**src/rtl/qerv_pcgen.sv**
```systemverilog
// Bit-serial program counter: updates the PC one W-bit beat per cycle, then
// requests an instruction fetch from the new address.
module qerv_pcgen #(
    parameter int          W        = 4,
    parameter logic [31:0] RESET_PC = 32'd0,
    parameter bit          WITH_CSR = 1'b1,
    parameter bit          WITH_C   = 1'b0,
    localparam int         N        = 32 / W,
    localparam int         BW       = (N > 1) ? $clog2(N) : 1
) (
    input  logic          clk,
    input  logic          i_rst_n,
    input  logic          i_pc_start,
    input  logic          i_jump,
    input  logic          i_jal_or_jalr,
    input  logic          i_utype,
    input  logic          i_pc_rel,
    input  logic          i_trap,
    input  logic          i_iscomp,
    input  logic [W-1:0]  i_imm,
    input  logic [W-1:0]  i_buf,
    input  logic [W-1:0]  i_csr_pc,
    output logic [W-1:0]  o_rd,
    output logic [W-1:0]  o_bad_pc,
    output logic [BW-1:0] o_beat,
    output logic          o_busy,
    output logic          o_misalign,
    output logic [31:0]   o_ibus_adr,
    output logic          o_ibus_cyc,
    input  logic          i_ibus_ack,
    output logic [1:0]    o_dbg_state
);
    typedef enum logic [1:0] {S_IDLE = 2'd0, S_SHIFT = 2'd1, S_FETCH = 2'd2} state_t;

    // Target bit 1 lives in beat 1 bit 0 when W=1, otherwise in beat 0 bit 1.
    localparam int MIS_BEAT = (W == 1) ? 1 : 0;
    localparam int MIS_BIT  = (W == 1) ? 0 : 1;

    state_t        state_q, state_d;
    logic [BW-1:0] cnt_q, cnt_d;
    logic          carry_4_q, carry_4_d;
    logic          carry_off_q, carry_off_d;
    logic          mis_bit_q, mis_bit_d;
    logic          misalign_q, misalign_d;
    logic          cyc_q, cyc_d;
    logic [31:0]   adr_q, adr_d;

    logic          first_beat, last_beat, trap_eff, mis_check;
    logic          cin_4, cin_off;
    logic [31:0]   c_word;
    logic [W-1:0]  pc_beat, c_beat, imm_mask, csr_mask, off_a, off_b;
    logic [W:0]    sum_4, sum_off;
    logic [W-1:0]  target, new_pc;

    always_comb begin
        first_beat = (cnt_q == '0);
        last_beat  = (cnt_q == BW'(N - 1));
        trap_eff   = WITH_CSR && i_trap;
        mis_check  = !WITH_C && i_jump && !trap_eff;
        pc_beat    = adr_q[W-1:0];
        c_word     = i_iscomp ? 32'd2 : 32'd4;
        c_beat     = W'(c_word >> (32'(cnt_q) * W));
        for (int i = 0; i < W; i++) begin
            imm_mask[i] = (int'(cnt_q) * W + i) >= 12;
            csr_mask[i] = (int'(cnt_q) * W + i) >= 2;
        end
        // Carries from a previous operation never leak into beat 0.
        cin_4   = first_beat ? 1'b0 : carry_4_q;
        cin_off = first_beat ? 1'b0 : carry_off_q;
        off_a   = i_pc_rel ? pc_beat : '0;
        off_b   = i_utype ? (i_imm & imm_mask) : i_buf;
        sum_4   = {1'b0, pc_beat} + {1'b0, c_beat} + (W+1)'(cin_4);
        sum_off = {1'b0, off_a} + {1'b0, off_b} + (W+1)'(cin_off);
        target  = sum_off[W-1:0];
        if (first_beat) target[0] = 1'b0;
        new_pc  = trap_eff ? (i_csr_pc & csr_mask) : (i_jump ? target : sum_4[W-1:0]);
    end

    always_comb begin
        state_d     = state_q;
        cnt_d       = cnt_q;
        carry_4_d   = carry_4_q;
        carry_off_d = carry_off_q;
        mis_bit_d   = mis_bit_q;
        misalign_d  = 1'b0;
        adr_d       = adr_q;
        o_rd        = '0;
        o_bad_pc    = '0;
        case (state_q)
            S_IDLE: begin
                if (i_pc_start) begin
                    state_d   = S_SHIFT;
                    cnt_d     = '0;
                    mis_bit_d = 1'b0;
                end
            end
            S_SHIFT: begin
                o_rd        = (i_utype ? target : '0) | (i_jal_or_jalr ? sum_4[W-1:0] : '0);
                o_bad_pc    = target;
                adr_d       = {new_pc, adr_q[31:W]};
                carry_4_d   = sum_4[W];
                carry_off_d = sum_off[W];
                if (mis_check && cnt_q == BW'(MIS_BEAT)) mis_bit_d = target[MIS_BIT];
                if (last_beat) begin
                    state_d    = S_FETCH;
                    cnt_d      = '0;
                    misalign_d = mis_bit_d;
                end else begin
                    cnt_d = cnt_q + BW'(1);
                end
            end
            S_FETCH: begin
                if (cyc_q && i_ibus_ack) state_d = S_IDLE;
            end
            default: state_d = S_IDLE;
        endcase
        // Registered so that reset leaves the bus idle until the first edge.
        cyc_d = (state_d == S_FETCH);
    end

    always_ff @(posedge clk or negedge i_rst_n) begin
        if (!i_rst_n) begin
            state_q     <= S_FETCH;
            cnt_q       <= '0;
            carry_4_q   <= 1'b0;
            carry_off_q <= 1'b0;
            mis_bit_q   <= 1'b0;
            misalign_q  <= 1'b0;
            cyc_q       <= 1'b0;
            adr_q       <= RESET_PC;
        end else begin
            state_q     <= state_d;
            cnt_q       <= cnt_d;
            carry_4_q   <= carry_4_d;
            carry_off_q <= carry_off_d;
            mis_bit_q   <= mis_bit_d;
            misalign_q  <= misalign_d;
            cyc_q       <= cyc_d;
            adr_q       <= adr_d;
        end
    end

    assign o_beat      = cnt_q;
    assign o_busy      = (state_q != S_IDLE);
    assign o_misalign  = misalign_q;
    assign o_ibus_adr  = adr_q;
    assign o_ibus_cyc  = cyc_q;
    assign o_dbg_state = state_q;
endmodule

```
**config.mk**
```make
export PLATFORM = sky130hd
export DESIGN_NAME = qerv_pcgen
export DESIGN_NICKNAME = d
export VERILOG_FILES = /design/src/rtl/qerv_pcgen.sv
export SDC_FILE = /design/constraint.sdc
export NUM_CORES = 1
export LEC_CHECK = 0
export ABC_AREA = 1
export CORE_MARGIN = 2
export CORE_UTILIZATION = 24
export DETAILED_ROUTE_END_ITERATION = 7
export PLACE_DENSITY = 0.43
export SLEW_MARGIN = 20
export SYNTH_ARGS = -nofsm -noshare
export SYNTH_HDL_FRONTEND = slang
export SYNTH_SLANG_ARGS = --single-unit
```
**constraint.sdc**
```tcl
create_clock -name clk -period 7.6 [get_ports clk]
set_input_delay 1.52 -clock clk [delete_from_list [all_inputs] [get_ports clk]]
set_output_delay 1.52 -clock clk [all_outputs]
set_load 0.02 [all_outputs]
```
# Word-level counts from Yosys, hierarchy flattened

Cells that the tools add are included.

$add $sub $neg: 8
$lt $le $gt $ge: 8
Equality and inequality tests: 5
Shift operators: 1
Multiplexer cells: 24
Bitwise logic cells: 3
Reductions and logical operators: 9

Operators with widths:

| operator                                                                              | count |
|---|---|
| 32-bit by 5-bit greater-or-equal comparator with 1-bit output (second input constant) | 3 |
| 4-bit two-way mux                                                                     | 8 |
| 6-bit by 2-bit greater-or-equal comparator with 1-bit output (second input constant)  | 3 |
| 5-bit by 2-bit adder with 6-bit output (second input constant)                        | 2 |
| 4-bit by 4-bit adder with 5-bit output                                                | 2 |
| 5-bit by 1-bit adder with 5-bit output                                                | 2 |
| 3-bit two-way mux                                                                     | 3 |
| 4-bit bitwise AND                                                                     | 2 |
| 1-bit two-way mux                                                                     | 7 |
| 5-bit by 1-bit adder with 6-bit output (second input constant)                        | 1 |
| 2-bit two-way mux                                                                     | 3 |
| 2-bit one-hot mux with 3 select lines                                                 | 1 |
| 3-bit one-hot mux with 2 select lines                                                 | 1 |
| 5-bit by 2-bit greater-or-equal comparator with 1-bit output (second input constant)  | 1 |
| 5-bit by 4-bit greater-or-equal comparator with 1-bit output (second input constant)  | 1 |
| 3-bit by 5-bit right shift with 4-bit output                                          | 1 |
| 2-bit equality test (second input constant)                                           | 2 |
| 4-bit OR                                                                              | 1 |
| 2-bit nonzero test                                                                    | 2 |
| 3-bit by 1-bit adder with 3-bit output (second input constant)                        | 1 |
| 3-bit equality test (second input constant)                                           | 1 |
| 1-bit logical AND                                                                     | 3 |
| 3-bit logical NOT                                                                     | 1 |
| 2-bit by 1-bit equality test with 1-bit output (second input constant)                | 1 |
| 5 further kinds                                                                       | 5 |

Register bits after elaboration: 42
Bits of input ports: 22

# Logic depth before layout (Yosys ltp)

Depth after elaboration: 10
Mapped depth: 14
Gate-level depth less buffers: 14

# Worst setup path after synthesis

OpenSTA, ideal clock, no wires.

Kind: in2out
Start point: input i_imm[0]
End point: output o_rd[2]
Arrival: 3.184 ns
Setup slack: 2.896 ns
Stages on the path: 8
Path buffers: 0
Path through: o21ai_0 a21oi_1 fa_1 fa_1 xnor2_1 nor2_4 nand2_1 o21ai_0

Cells in the longest elaborated chain, start to end: 7

Ends and longest elaborated chain:

| item                                   | line | RTL |
|---|---|---|
| start, declared                        | 20   | `input logic [W-1:0] i_imm,` |
| 4-bit bitwise AND                      | 71   | `off_b = i_utype ? (i_imm & imm_mask) : i_buf;` |
| 4-bit two-way mux                      | 71   |  |
| 4-bit by 4-bit adder with 5-bit output | 73   | `sum_off = {1'b0, off_a} + {1'b0, off_b} + (W+1)'(cin_off);` |
| 5-bit by 1-bit adder with 5-bit output | 73   |  |
| 4-bit two-way mux                      | 98   | `o_rd = (i_utype ? target : '0) \| (i_jal_or_jalr ? sum_4[W-1:0] : '0);` |
| 4-bit OR                               | 98   |  |
| 4-bit two-way mux                      | 89   | `case (state_q)` |
| end, declared                          | 23   | `output logic [W-1:0] o_rd,` |

No other way between the ends.

# Final worst setup path

Start point: input i_utype
End point: output o_rd[2]

Cells in the longest elaborated chain, start to end: 6

Ends and longest elaborated chain:

| item                                   | line | RTL |
|---|---|---|
| start, declared                        | 16   | `input logic i_utype,` |
| 4-bit two-way mux                      | 71   |  |
| 4-bit by 4-bit adder with 5-bit output | 73   |  |
| 5-bit by 1-bit adder with 5-bit output | 73   |  |
| 4-bit two-way mux (*)                  | 98   |  |
| 4-bit OR (*)                           | 98   |  |
| 4-bit two-way mux (*)                  | 89   |  |

Mark *: on every way between the ends. The rest lies on a longest branch, timed or not.

==> impl_metrics.yaml <==
floorplanning:
  num_io_pins: 70
  die_w_um: 101.0
  core_area_um2: 9196
  chipHeight_um: 101.0
  dieArea_um2: 10200
  floorplan.rows: 35
  initial_utilization_pct: 24.56
yosys:
  synth_edf_count: 0
  synth-adder-area-share_pct: 8.753
  postSynthAreaPerCell_um2: 8.273
  post_syn_area_um2: 2258
  mappedNetlistNets: 309
  dominant_combinational_cell_family_by_area_after_synthesis: "simple AND/OR/NAND/NOR gates"
  ys_seq_area_share_pct: 46.59
  synth.area.top_cells: "dfrtp_1 45%, nand2_1 12%, o21ai_0 7.8%"
  postSynthRegisterBits: 42
  yosys.cell_types.count: 29
  synth_most_common_cell: "nand2_1"
  post_synth_mux_area_share_pct: 0
  synth_compound_area_share_pct: 13.85
  yosysTopAreaCell: "dfrtp_1"
  synth_top_flop_cell: "dfrtp_1"
  synth_simple_gate_area_share_pct: 19.67
  netlist_instances: 273
  synth.cells.most_frequent: "72 x nand2_1, 42 x inv_1, 41 x dfrtp_1"
  yosys_warnings: 0
  synth_largest_type_area_fraction_pct: 45.43
  synth-async-reset-ratio_pct: 100.0
  yosys.area_share.xor_xnor_pct: 0.7756
worst_setup_path:
  worstRegToRegCells: 10
  critical_path.endpoint_type: "output pin"
  worst_ep_arrival_time_ns: 4.27
  critical_path.reg2reg.endpoint: "o_ibus_adr[30]$_DFFE_PN0P_"
  worst-path-max-fanout: 6
  critPathKind: "input pin to output pin"
  cp.required_ns: 6.08
  crit-reg2reg-launch: "o_beat[0]$_DFFE_PN0P_"
  reg2reg_setup_slack_ns: 4.80
  timing.critical_path.from_type: "input pin"
routing:
  antenna_left: 0
  postRouteWirelength_um: 6108
  route.detailed.drc: 0
  via_count: 1962
  detail_route.first_pass.iterations: 4
  detail_route.iter0.violations: 93
  vias_per_cell: 4.322
  post_drt_wl_per_cell_um: 13.45
status:
  result_of_the_run: "finished, final reports clean"
placement:
  io_buffers: 69
  dpl.hpwl_um: 4440
  final_weighted_congestion_of_routability_driven_global_placement: 0.7605
  postPlaceCellArea_um2: 3028
pwr:
  power.leakage_nw: 1.478
  ir_worst_vdd_mv: 0.1652
  p_per_area_nw_per_um2: 413.6
  finalPower_w: 0.001289
clocking:
  clock_tree.htree_level_count: 2
  clk_buf_depth: 2
  postCtsSetupRepairBufs: 0
  ctsHoldBuffers: 0
  clk_root_buffer_cell: "clkbuf_8"
  clock_sink_count: 42
  numCtsBuffers: 5
  clk_pin_slew_worst_paths_ns: 0.09
  ctsResizeCount: 0
  clock_latency_ns: 0.30
  clock_tree_from_tritoncts: "yes"
global_routing:
  grt_antenna_before_repair: 0
  grtUsageTotal_pct: 12.91
  grt_max_degree: 45
  globalRoute.totalOverflow: 0
  via_count_of_the_first_global_routing_pass: 2146
  first_pass_grt_wire_length_um: 10390
sta:
  hold_viol_final: 0
  timing.slew.headroom_pct: 36.65
  report.final.setup_viol: 0
  fin_skew_ns: 0.004805
  post-route-min-period_ns: 5.785
  finalCritPeriodShare_pct: 76.12
  max_freq_ghz: 0.1729
  tns_ns: 0
  worst-slew-pin-transition_ns: 0.9502
  timing_max_transition_violations_final: 0
  rsz0062_at_grt: "false"
flow_run:
  max-cap-violations: 0
finish:
  design.final.nets: 378
  area_growth_syn_to_layout_pct: 37.95
  drive_gt1_share_pct: 7.289
  insertedDiodeCount: 0
  post-route-cell-area_um2: 3115
worst_hold_path:
  worstHoldEndpoint: "o_ibus_adr[1]$_DFFE_PN0P_"
  worstHoldPathType: "register to register"
  hold_path_depth: 2
  hold_start: "o_ibus_adr[5]$_DFFE_PN0P_"
kinds of logic after synthesis:
logic type               after synthesis
XOR/XNOR                               2
AO/OA/AOI/OAI                         56
AND/OR/NAND/NOR                      105
buffers and inverters                 54
flip-flops                            42
adder cells (fa/ha/maj)               14
per-layer routing:
| metal | track usage (%) | wire length, um | up-vias |
|---|---|---|---|
| met3 | 3.883 | 351 | 5 |
| met5 | 0 | 0 | - |
| met4 | 3.119 | 53 | 0 |
| met2 | 20.46 | 2747 | 49 |
| li1 | - | - | 999 |
| met1 | 17.31 | 2955 | 909 |
state kept, by name, summed over array words and instances, names as in the netlist:
register	count
o_ibus_adr	32
carry_off_q	1
o_ibus_cyc	1
mis_bit_q	1
carry_4_q	1
o_dbg_state	2
o_misalign	1
o_beat	3
cell usage in the layout, fill, tap and decap left out:
cell type         n
a22oi_1           1
clkdlybuf4s50_1  68
inv_2             4
a21oi_1           7
inv_4             1
dfrtp_1          41
nand2_2           2
nor2_1           10
clkbuf_8          5
fa_1              3
o22ai_2           1
o22ai_1           2
nand3_1          14
nor2_2            3
buf_2             1
a32o_1            1
nor2_4            1
xnor2_1           2
o21ai_1           4
or2_1             2
nand2_1          72
clkinv_2          2
nand2_4           1
o211ai_1          3
dfstp_2           1
inv_6             1
inv_1            42
o21ai_0          35
a21oi_2           2
ha_1             11
worst max path at each step:
stage	startpoint	endpoint
2_1_floorplan	i_imm[0]	o_rd[2]
3_3_place_gp	i_utype	o_rd[2]
3_5_place_dp	i_utype	o_rd[2]
4_1_cts	i_utype	o_rd[2]
5_1_grt	i_utype	o_rd[2]
6_report	i_utype	o_rd[2]
worst max-delay path, stage by stage:
cell	delay (ns)
clkdlybuf4s50_1	0.63
a21oi_1	0.14
fa_1	0.46
fa_1	0.42
xnor2_1	0.35
nor2_4	0.05
nand2_1	0.06
o21ai_0	0.09
clkdlybuf4s50_1	0.55
report_power, final:
part / internal (W) / leakage (nW) / switching (W)
registers: 0.000317 / 0.531 / 0.0000741
logic: 0.000310 / 0.899 / 0.000438
clock network: 0.0000648 / 0.0483 / 0.0000846
metrics by stage:
step	utilization [%]	hold slack [ns]	setup WS, ns	instances
2_1_floorplan	-	0.5046	2.896	273
3_3_place_gp	32.93	0.4907	1.871	446
3_5_place_dp	32.93	0.4873	1.801	446
4_1_cts	33.88	0.5061	1.796	454
5_1_grt	33.88	0.5604	1.666	454
6_report	33.88	0.5091	1.815	454
cell type report:
type,instances,area (um^2)
Fill cell,1012,6081
Sequential cell,42,1052
Multi-Input combinational cell,177,972.2
Timing Repair Buffer,69,685.7
Inverter,47,178.9
Tap cell,111,138.9
Clock buffer,5,68.82
Clock inverter,3,18.77
No activity file was read; power rests on OpenSTA's default activity.
